--- config.mk ---
export PLATFORM = sky130hd
export DESIGN_NAME = matrix_seq
export DESIGN_NICKNAME = d
export VERILOG_FILES = /design/src/rtl/matrix_seq.sv
export SDC_FILE = /design/constraint.sdc
export NUM_CORES = 1
export LEC_CHECK = 0
export CAP_MARGIN = 15
export CORE_AREA = 4 4 267 269
export CTS_CLUSTER_SIZE = 25
export DETAILED_ROUTE_END_ITERATION = 7
export DIE_AREA = 0 0 271 273
export PLACE_DENSITY = 0.69
export SLEW_MARGIN = 5
export SYNTH_ARGS = -nofsm -noshare
export SYNTH_HDL_FRONTEND = slang
export SYNTH_SLANG_ARGS = --single-unit
--- constraint.sdc ---
create_clock -name clk -period 6.85 [get_ports clk]
set_clock_uncertainty 0.1 [all_clocks]
set_input_delay 1.37 -clock clk [delete_from_list [all_inputs] [get_ports clk]]
set_output_delay 1.37 -clock clk [all_outputs]
set_load 0.005 [all_outputs]
--- src/rtl/matrix_seq.sv ---
// Matrix instruction sequencer: loads A (and B) from byte memory, runs the external ALU, stores the result.
// Latency binary/unary/det = 80/54/30 cycles with a 1-cycle ALU; start is ignored while busy, no queueing.
module matrix_seq #(
  parameter int N_ELEM       = 25,
  parameter int EXEC_TIMEOUT = 15
) (
  input  logic                  clk,
  input  logic                  rst_n,
  input  logic                  start,
  input  logic [3:0]            instr_op,
  input  logic [7:0]            instr_addr_a,
  input  logic [7:0]            instr_addr_b,
  input  logic [7:0]            instr_addr_c,
  input  logic [7:0]            instr_scalar,
  output logic [7:0]            mem_addr,
  output logic                  mem_rd,
  output logic                  mem_wr,
  output logic [7:0]            mem_wdata,
  input  logic [7:0]            mem_rdata,
  output logic [3:0]            ula_opcode,
  output logic [7:0]            ula_escalar,
  output logic [N_ELEM*8-1:0]   ula_matriz_a,
  output logic [N_ELEM*8-1:0]   ula_matriz_b,
  input  logic [N_ELEM*8-1:0]   ula_result,
  input  logic                  ula_done,
  output logic                  busy,
  output logic                  done,
  output logic                  err
);

  localparam int CNT_MAX = (N_ELEM > EXEC_TIMEOUT) ? N_ELEM : EXEC_TIMEOUT;
  localparam int CW      = $clog2(CNT_MAX + 1);
  localparam logic [CW-1:0] C_LAST_LD = CW'(N_ELEM);
  localparam logic [CW-1:0] C_LAST_ST = CW'(N_ELEM - 1);
  localparam logic [CW-1:0] C_LAST_EX = CW'(EXEC_TIMEOUT - 1);

  typedef enum logic [2:0] {S_IDLE, S_LOAD_A, S_LOAD_B, S_EXEC, S_STORE, S_FIN} state_t;

  state_t              r_state, w_next;
  logic [CW-1:0]       r_cnt;
  logic [3:0]          r_op;
  logic [7:0]          r_addr_a, r_addr_b, r_addr_c, r_scalar;
  logic                r_err;
  logic [N_ELEM*8-1:0] r_mat_a, r_mat_b, r_res;
  logic                w_legal, w_binary, w_det;
  logic [CW-1:0]       w_last_st;

  assign w_legal   = (instr_op >= 4'd3) && (instr_op <= 4'd12);
  assign w_binary  = (r_op >= 4'd3) && (r_op <= 4'd5);
  assign w_det     = (r_op >= 4'd9) && (r_op <= 4'd12);
  assign w_last_st = w_det ? {CW{1'b0}} : C_LAST_ST;

  always_ff @(posedge clk or negedge rst_n) begin
    if (!rst_n) r_state <= S_IDLE;
    else        r_state <= w_next;
  end

  always_comb begin
    w_next = r_state;
    case (r_state)
      S_IDLE:   if (start) w_next = w_legal ? S_LOAD_A : S_FIN;
      S_LOAD_A: if (r_cnt == C_LAST_LD) w_next = w_binary ? S_LOAD_B : S_EXEC;
      S_LOAD_B: if (r_cnt == C_LAST_LD) w_next = S_EXEC;
      // done in the first EXEC cycle may be stale, so it only counts from cycle 1 on
      S_EXEC: begin
        if ((r_cnt != '0) && ula_done) w_next = S_STORE;
        else if (r_cnt == C_LAST_EX)   w_next = S_FIN;
      end
      S_STORE:  if (r_cnt == w_last_st) w_next = S_FIN;
      S_FIN:    w_next = S_IDLE;
      default:  w_next = S_IDLE;
    endcase
  end

  always_ff @(posedge clk or negedge rst_n) begin
    if (!rst_n) begin
      r_cnt    <= '0;
      r_op     <= '0;
      r_addr_a <= '0;
      r_addr_b <= '0;
      r_addr_c <= '0;
      r_scalar <= '0;
      r_err    <= 1'b0;
      r_mat_a  <= '0;
      r_mat_b  <= '0;
      r_res    <= '0;
    end else begin
      r_cnt <= ((w_next != r_state) || (r_state == S_IDLE)) ? '0 : r_cnt + 1'b1;
      case (r_state)
        S_IDLE: if (start) begin
          r_op     <= instr_op;
          r_addr_a <= instr_addr_a;
          r_addr_b <= instr_addr_b;
          r_addr_c <= instr_addr_c;
          r_scalar <= instr_scalar;
          r_err    <= !w_legal;
          r_mat_a  <= '0;
          r_mat_b  <= '0;
          r_res    <= '0;
        end
        // read data lags the address by one cycle
        S_LOAD_A: if (r_cnt != '0) r_mat_a[8*(int'(r_cnt)-1) +: 8] <= mem_rdata;
        S_LOAD_B: if (r_cnt != '0) r_mat_b[8*(int'(r_cnt)-1) +: 8] <= mem_rdata;
        S_EXEC: begin
          if ((r_cnt != '0) && ula_done) r_res <= ula_result;
          else if (r_cnt == C_LAST_EX)   r_err <= 1'b1;
        end
        default: ;
      endcase
    end
  end

  always_comb begin
    busy       = (r_state != S_IDLE);
    mem_rd     = 1'b0;
    mem_wr     = 1'b0;
    mem_addr   = '0;
    mem_wdata  = '0;
    ula_opcode = '0;
    done       = 1'b0;
    err        = 1'b0;
    case (r_state)
      S_LOAD_A: if (r_cnt < C_LAST_LD) begin
        mem_rd   = 1'b1;
        mem_addr = r_addr_a + 8'(r_cnt);
      end
      S_LOAD_B: if (r_cnt < C_LAST_LD) begin
        mem_rd   = 1'b1;
        mem_addr = r_addr_b + 8'(r_cnt);
      end
      S_EXEC:   ula_opcode = r_op;
      S_STORE: begin
        mem_wr    = 1'b1;
        mem_addr  = r_addr_c + 8'(r_cnt);
        mem_wdata = r_res[8*int'(r_cnt) +: 8];
      end
      S_FIN: begin
        done = 1'b1;
        err  = r_err;
      end
      default: ;
    endcase
  end

  assign ula_escalar  = r_scalar;
  assign ula_matriz_a = r_mat_a;
  assign ula_matriz_b = r_mat_b;

endmodule

# Word-level counts from Yosys, hierarchy flattened
# Index checks and enable logic that the tools add are counted.
dict set report word_totals {
  latchBits 0
  ram_bits 0
  out_inout_bits 433
  register_bits 645
  memories 0
  elab_cells 94
  romBits 0
}
dict set report classes {
  n_reduce_logical 18
  shifts 3
  bitwise_logic 0
  mux 34
  eq_ne 15
  div 0
  magnitude_cmp 7
  n_mul 0
  addsub 6
}
# op count
set op_table {}
lappend op_table {{one-hot mux 200 bit (2 select lines)} 3}
lappend op_table {{2-to-1 mux 200 bit} 4}
lappend op_table {{bitwise mux 200 bit} 2}
lappend op_table {{variable shift 8 x 33 -> 200 bit, first input constant} 1}
lappend op_table {{indexed part select 200 x 9 -> 8 bit} 1}
lappend op_table {{indexed part select 8 x 33 -> 200 bit} 1}
lappend op_table {{negation 9 -> 33 bit} 1}
lappend op_table {{adder 8 x 5 -> 8 bit} 3}
lappend op_table {{2-to-1 mux 8 bit} 3}
lappend op_table {{one-hot mux 8 bit (3 select lines)} 1}
lappend op_table {{2-to-1 mux 3 bit} 7}
lappend op_table {{one-hot mux 3 bit (5 select lines)} 1}
lappend op_table {{!= test 2 bit, second input constant} 6}
lappend op_table {{2-to-1 mux 5 bit} 2}
lappend op_table {{2-to-1 mux 1 bit} 9}
lappend op_table {{AND reduction 3 bit} 3}
lappend op_table {{>= comparator 4 x 2 -> 1 bit, second input constant} 2}
lappend op_table {{<= comparator 4 bit, second input constant} 2}
lappend op_table {{equality test 3 x 2 -> 1 bit, second input constant} 2}
lappend op_table {{equality test 3 bit, second input constant} 2}
lappend op_table {{nonzero test 2 bit} 3}
lappend op_table {{subtractor 5 x 1 -> 6 bit, second input constant} 1}
lappend op_table {{adder 5 x 1 -> 5 bit, second input constant} 1}
lappend op_table {{equality test 5 x 4 -> 1 bit, second input constant} 1}
lappend op_table {{other kinds (18)} 21}

# Depth between registers and ports, before layout
dict set report depth {
  word_depth 9
  ltp_mapped 21
  depth_no_buf 14
}

# Worst setup path after synthesis
# OpenSTA, ideal clock, no wires.
dict set report synth_timing {
  path_type {register -> register}
  start {register r_cnt[1]}
  end {register r_mat_b[127] (netlist: ula_matriz_b[127])}
  t_arrival_ps 4894
  slack_ps 1722
  period_less_slack_ps 5128
  setup_time_ps 134
  required_time_ps 6616
  path_stages_with_launch 19
  cell_sequence {dfrtp_1 > clkbuf_1 > clkbuf_1 > clkbuf_1 > inv_1 > ha_1 > and2_1 > clkbuf_1 > clkbuf_1 > clkbuf_1 > nand2_1 > ha_1 > nor4b_1 > a2bb2oi_1 > nor4_1 > nand3_1 > clkbuf_1 > nand3_1 > o21ai_0}
}
dict set report synth_between {
  elab_chain_len 6
}
# item line
set synth_rtl {}
lappend synth_rtl {{start, declared} 40} ;# logic [CW-1:0] r_cnt;
lappend synth_rtl {{start signal, assigned} 88} ;# r_cnt <= ((w_next != r_state) || (r_state == S_IDLE)) ? '0 : r_cnt + 1'b1;
lappend synth_rtl {{subtractor 5 x 1 -> 6 bit} 103} ;# S_LOAD_B: if (r_cnt != '0) r_mat_b[8*(int'(r_cnt)-1) +: 8] <= mem_rdata;
lappend synth_rtl {{negation 9 -> 33 bit} 103}
lappend synth_rtl {{indexed part select 8 x 33 -> 200 bit / variable shift 8 x 33 -> 200 bit (equally long branches)} 103}
lappend synth_rtl {{bitwise mux 200 bit} 103}
lappend synth_rtl {{2-to-1 mux 200 bit} 103}
lappend synth_rtl {{one-hot mux 200 bit (2 select lines)} 89} ;# case (r_state)
lappend synth_rtl {{end signal, assigned by index} 103}
lappend synth_rtl {{end, declared} 44} ;# logic [N_ELEM*8-1:0] r_mat_a, r_mat_b, r_res;
# Parallel ways exist; a longest one is shown, timed or not. The select of a mux whose other input is x is not followed.
# A chain may end at the register's enable or synchronous reset.

# Worst setup path after layout
dict set report layout_timing {
  start {register r_cnt[0]}
  end {output mem_wdata[2]}
}
dict set report layout_between {
  elab_chain_len 2
}
# item line
set layout_rtl {}
lappend layout_rtl {{indexed part select 200 x 9 -> 8 bit} 135} ;# mem_wdata = r_res[8*int'(r_cnt) +: 8];
lappend layout_rtl {{2-to-1 mux 8 bit} 122} ;# case (r_state)
lappend layout_rtl {{end, declared} 18} ;# output logic [7:0] mem_wdata,
# Every way passes these cells.

==> flow_summary_export.csv <==
group,metric,value,unit
clocking,clock_latency,600,ps
sta,slew-limit-headroom,0.254,
pwr,comb_power_share,0.301,
drt,wl,100,mm
layout,seq_area,0.0161,mm²
synth,synth_compound_area_frac,0.0963,
placed_design,dp_slack,1550,ps
pwr,power_frac_seq,0.371,
synth,synthCells,2895,
clocking,cts_buffer_depth,3,
hold_path,hold_path_class,"reg -> reg",
clocking,post_cts_buffers,0,
clocking,hold_buffers,0,
floorplanning,num_rows,96,
drt,dr.first_iter.drc_count,2311,
synth,synth_top_family_by_area,"simple AND/OR/NAND/NOR gates",
layout,nets,3734,
synth,yosys-top-cells-area,"dfrtp_1 (56%), nand2_1 (11%), mux2i_1 (7.4%), o21ai_0 (6.5%), mux4_2 (4.1%)",
setup_path,path_class,"reg -> out",
setup_path,cpMostUsedCell,"mux4_2",
floorplanning,dieWidth,271,µm
sta,rsz0062_at_grt,"no",
drt,vias,23736,
floorplanning,initial_utilization,0.421,
drt,wl_per_cell,22.5,µm
setup_path,arrival,4170,ps
global_routing,grt_pass1_wl,149,mm
pwr,power.switching,4.21,mW
setup_path,slowest_delay,720,ps
pwr,power_density,303,mW/mm²
placed_design,dp_hpwl,71.8,mm
global_routing,busiest_layer,"met2",
synth,ys_types,68,
synth,yosysWarnings,0,
synth,syn-cell-area,0.0289,mm²
placed_design,gp_congestion,0.848,
sta,tightest_slew,1120,ps
sta,post-route-min-period,5640,ps
drt,ant_nets,0,
global_routing,met1_usage,0.345,
synth,muxShareOfSynthArea,0.116,
pwr,p_int,7.54,mW
clocking,cts_resized,0,
pwr,peakVddDrop,213,µV
layout,layout-drive-gt1-share,0.0670,
synth,synth_edf_count,0,
synth,synth.avg_cell_area,9.98,µm²
hold_path,hold_start,"ula_escalar[7]$_DFFE_PN0P_",
synth,synthFlopType,"dfrtp_1",
global_routing,grtUsageMet3,0.0563,
sta,fin_setup_tns,0,ps
synth,yosysTopAreaCell,"dfrtp_1",
sta,finalHoldViolCount,0,
run_status,status,"complete, no violations",
pwr,switching_share,0.358,
layout,multiInputGateArea,0.0119,mm²
layout,syn_to_final_growth,34.0,%
setup_path,cp-start-kind,"flop",
setup_path,critPathSlowestCell,"dfrtp_4",
floorplanning,die_h,273,µm
setup_path,cp_cell_sequence,"buf_4 > mux4_2 > mux4_2 > a221oi_1 > nor2_1 > clkdlybuf4s50_1",
clocking,clkSinkCount,645,
floorplanning,die_area,0.0740,mm²
synth,synth-simple-area-share,0.176,
drt,drcViolationCount,0,
synth,synthArstFlopShare,1.00,
global_routing,grt_max_degree,245,
pwr,pwr-share-clk,0.328,
sta,min_period_over_period,0.823,
synth,synthXorXnorAreaFrac,0.00636,
floorplanning,io_pins,681,
global_routing,antenna_found_initial,8,
layout,n_fill_cell,5927,
synth,synth_fa_ha_area_frac,0.0138,
setup_path,path_max_fanout,40,
placed_design,port_buffers,680,
setup_path,required,5380,ps
clocking,cts_root_buf,"clkbuf_16",
synth,yosysSeqAreaShare,0.558,
setup_path,rr_startpoint,"r_cnt[0]$_DFF_PN0_",
setup_path,critPathLaunch,"r_cnt[0]$_DFF_PN0_",
clocking,cts_tree,"done",
clocking,htree_levels,3,
global_routing,grt_pass1_vias,23192,
synth,synth_fp_nets,3173,
pwr,p_leak,16.1,nW
clocking,path_clk_slew,60,ps
global_routing,grt_use_total,0.264,
global_routing,overflow,0,
synth,yosys_register_bits,645,
floorplanning,design.core.area,0.0686,mm²
drt,vias_per_cell,5.34,
sta,finalSetupViolCount,0,
setup_path,endpoint_kind,"output pin",
synth,synth_top_cell_area_share,0.558,
drt,drtPass1Iterations,5,
sta,max_clock_freq,0.177,GHz
sta,drv_slew,0,
global_routing,met2_usage,0.429,
clocking,cts_buffers,71,
run,cap_violations,0,
sta,setup_slack,1210,ps
[path summary, 6_finish.rpt]
kind	endpoint	slack, ps	depth (start not counted)
max	mem_wdata[2]	1210	6
min in group asynchronous	ula_matriz_b[155]$_DFFE_PN0P_	730	1
min reg2reg	ula_escalar[7]$_DFFE_PN0P_	370	2
max reg2reg	ula_matriz_b[128]$_DFFE_PN0P_	1460	14
max in group asynchronous	r_cnt[0]$_DFF_PN0_	4310	2
min	ula_escalar[7]$_DFFE_PN0P_	370	2
[worst max-delay path, delay by kind of cell (launching register included)]
kind / cells / cell delay, ps
compound gates: 1 / 410
simple gates: 1 / 90
flops: 1 / 720
mux: 2 / 1080
buf+inv: 2 / 1230
[area by class of cell]
type,instances,share of cell area
Sequential cell,645,0.417
Multi-Input combinational cell,2007,0.306
Timing Repair Buffer,708,0.183
Clock buffer,108,0.0549
Tap cell,931,0.0301
Clock inverter,18,0.00578
Inverter,23,0.00223
Antenna cell,6,0.000388
[sequential cells by signal, indices dropped and copies added (netlist names)]
signal        count
r_cnt             5
r_addr_a          8
r_err             1
ula_escalar       8
r_res           200
r_addr_b          8
r_state           3
ula_matriz_b    200
ula_matriz_a    200
r_op              4
r_addr_c          8
[cells by family after synthesis]
family,Yosys count
and+or+nand+nor,1188
muxes,269
AOI/OAI and AO/OA,499
DFF,645
xor gates and xnor gates,21
adders and majority gates,30
buffers and inverters,243
[per-stage QoR]
stage / cell area [µm²] / hold WS (ps) / util / cells / power, mW
global route: 38700 / 394 / 0.565 / 4444 / 12.3
CTS: 38700 / 376 / 0.564 / 4439 / 11.8
global placement: 36300 / 355 / 0.530 / 4313 / 7.92
floorplan: 28900 / 345 / - / 2895 / 6.43
detailed placement: 36300 / 362 / 0.530 / 4313 / 7.96
finish: 38700 / 374 / 0.565 / 4446 / 11.7
[synthesized netlist by cell type (all sizes together) (5+ instances only)]
library cell    n
a21o            5
clkbuf        168
a211oi         10
mux4           53
a31oi           6
buf            52
mux2i         215
dfrtp         645
nor4            8
a221oi          6
nand2         844
nor2b          12
nand2b          8
and2            9
xnor2          13
a21oi          11
nor2           71
or3             6
xor2            8
o22ai          12
inv            22
ha             27
o31ai          17
o21ai         397
nand4           6
a22o            8
nand3         200
[routing by layer]
layer  vias up  share of wire  wire length (µm)
met5         -        0.00013                13
met4         2          0.042              4150
met3       176          0.074              7440
met2       941           0.48             47900
met1     11619           0.41             40600
li1      10998              -                 -
[power groups by stage]
| stage | logic (mW) | registers, mW | clock network [mW] |
|---|---|---|---|
| 6_report | 3.54 | 4.36 | 3.85 |
| 5_1_grt | 3.82 | 4.39 | 4.08 |
| 4_1_cts | 3.54 | 4.36 | 3.91 |
| 3_5_place_dp | 3.54 | 4.42 | 0 |
| 3_3_place_gp | 3.50 | 4.41 | 0 |
| 2_1_floorplan | 2.09 | 4.34 | 0 |
[placed cells by master (no fill, tap or decap), types with 8 or more instances in the layout]
cell	count
o31ai_1	17
o21ai_1	24
nor2_1	52
clkbuf_1	17
inv_1	22
o22ai_1	12
dfrtp_1	642
nand3_1	200
a21oi_1	11
clkinv_2	8
mux2i_1	215
a22o_1	8
buf_4	22
o21ai_0	373
nand2_1	840
ha_1	27
clkbuf_16	72
and2_1	8
nor2b_1	11
nand2b_1	8
xnor2_1	12
clkdlybuf4s50_1	679
a211oi_1	8
mux4_2	53
nor2_4	13
clkbuf_8	19
xor2_1	8
(Power assumes the default switching activity.)
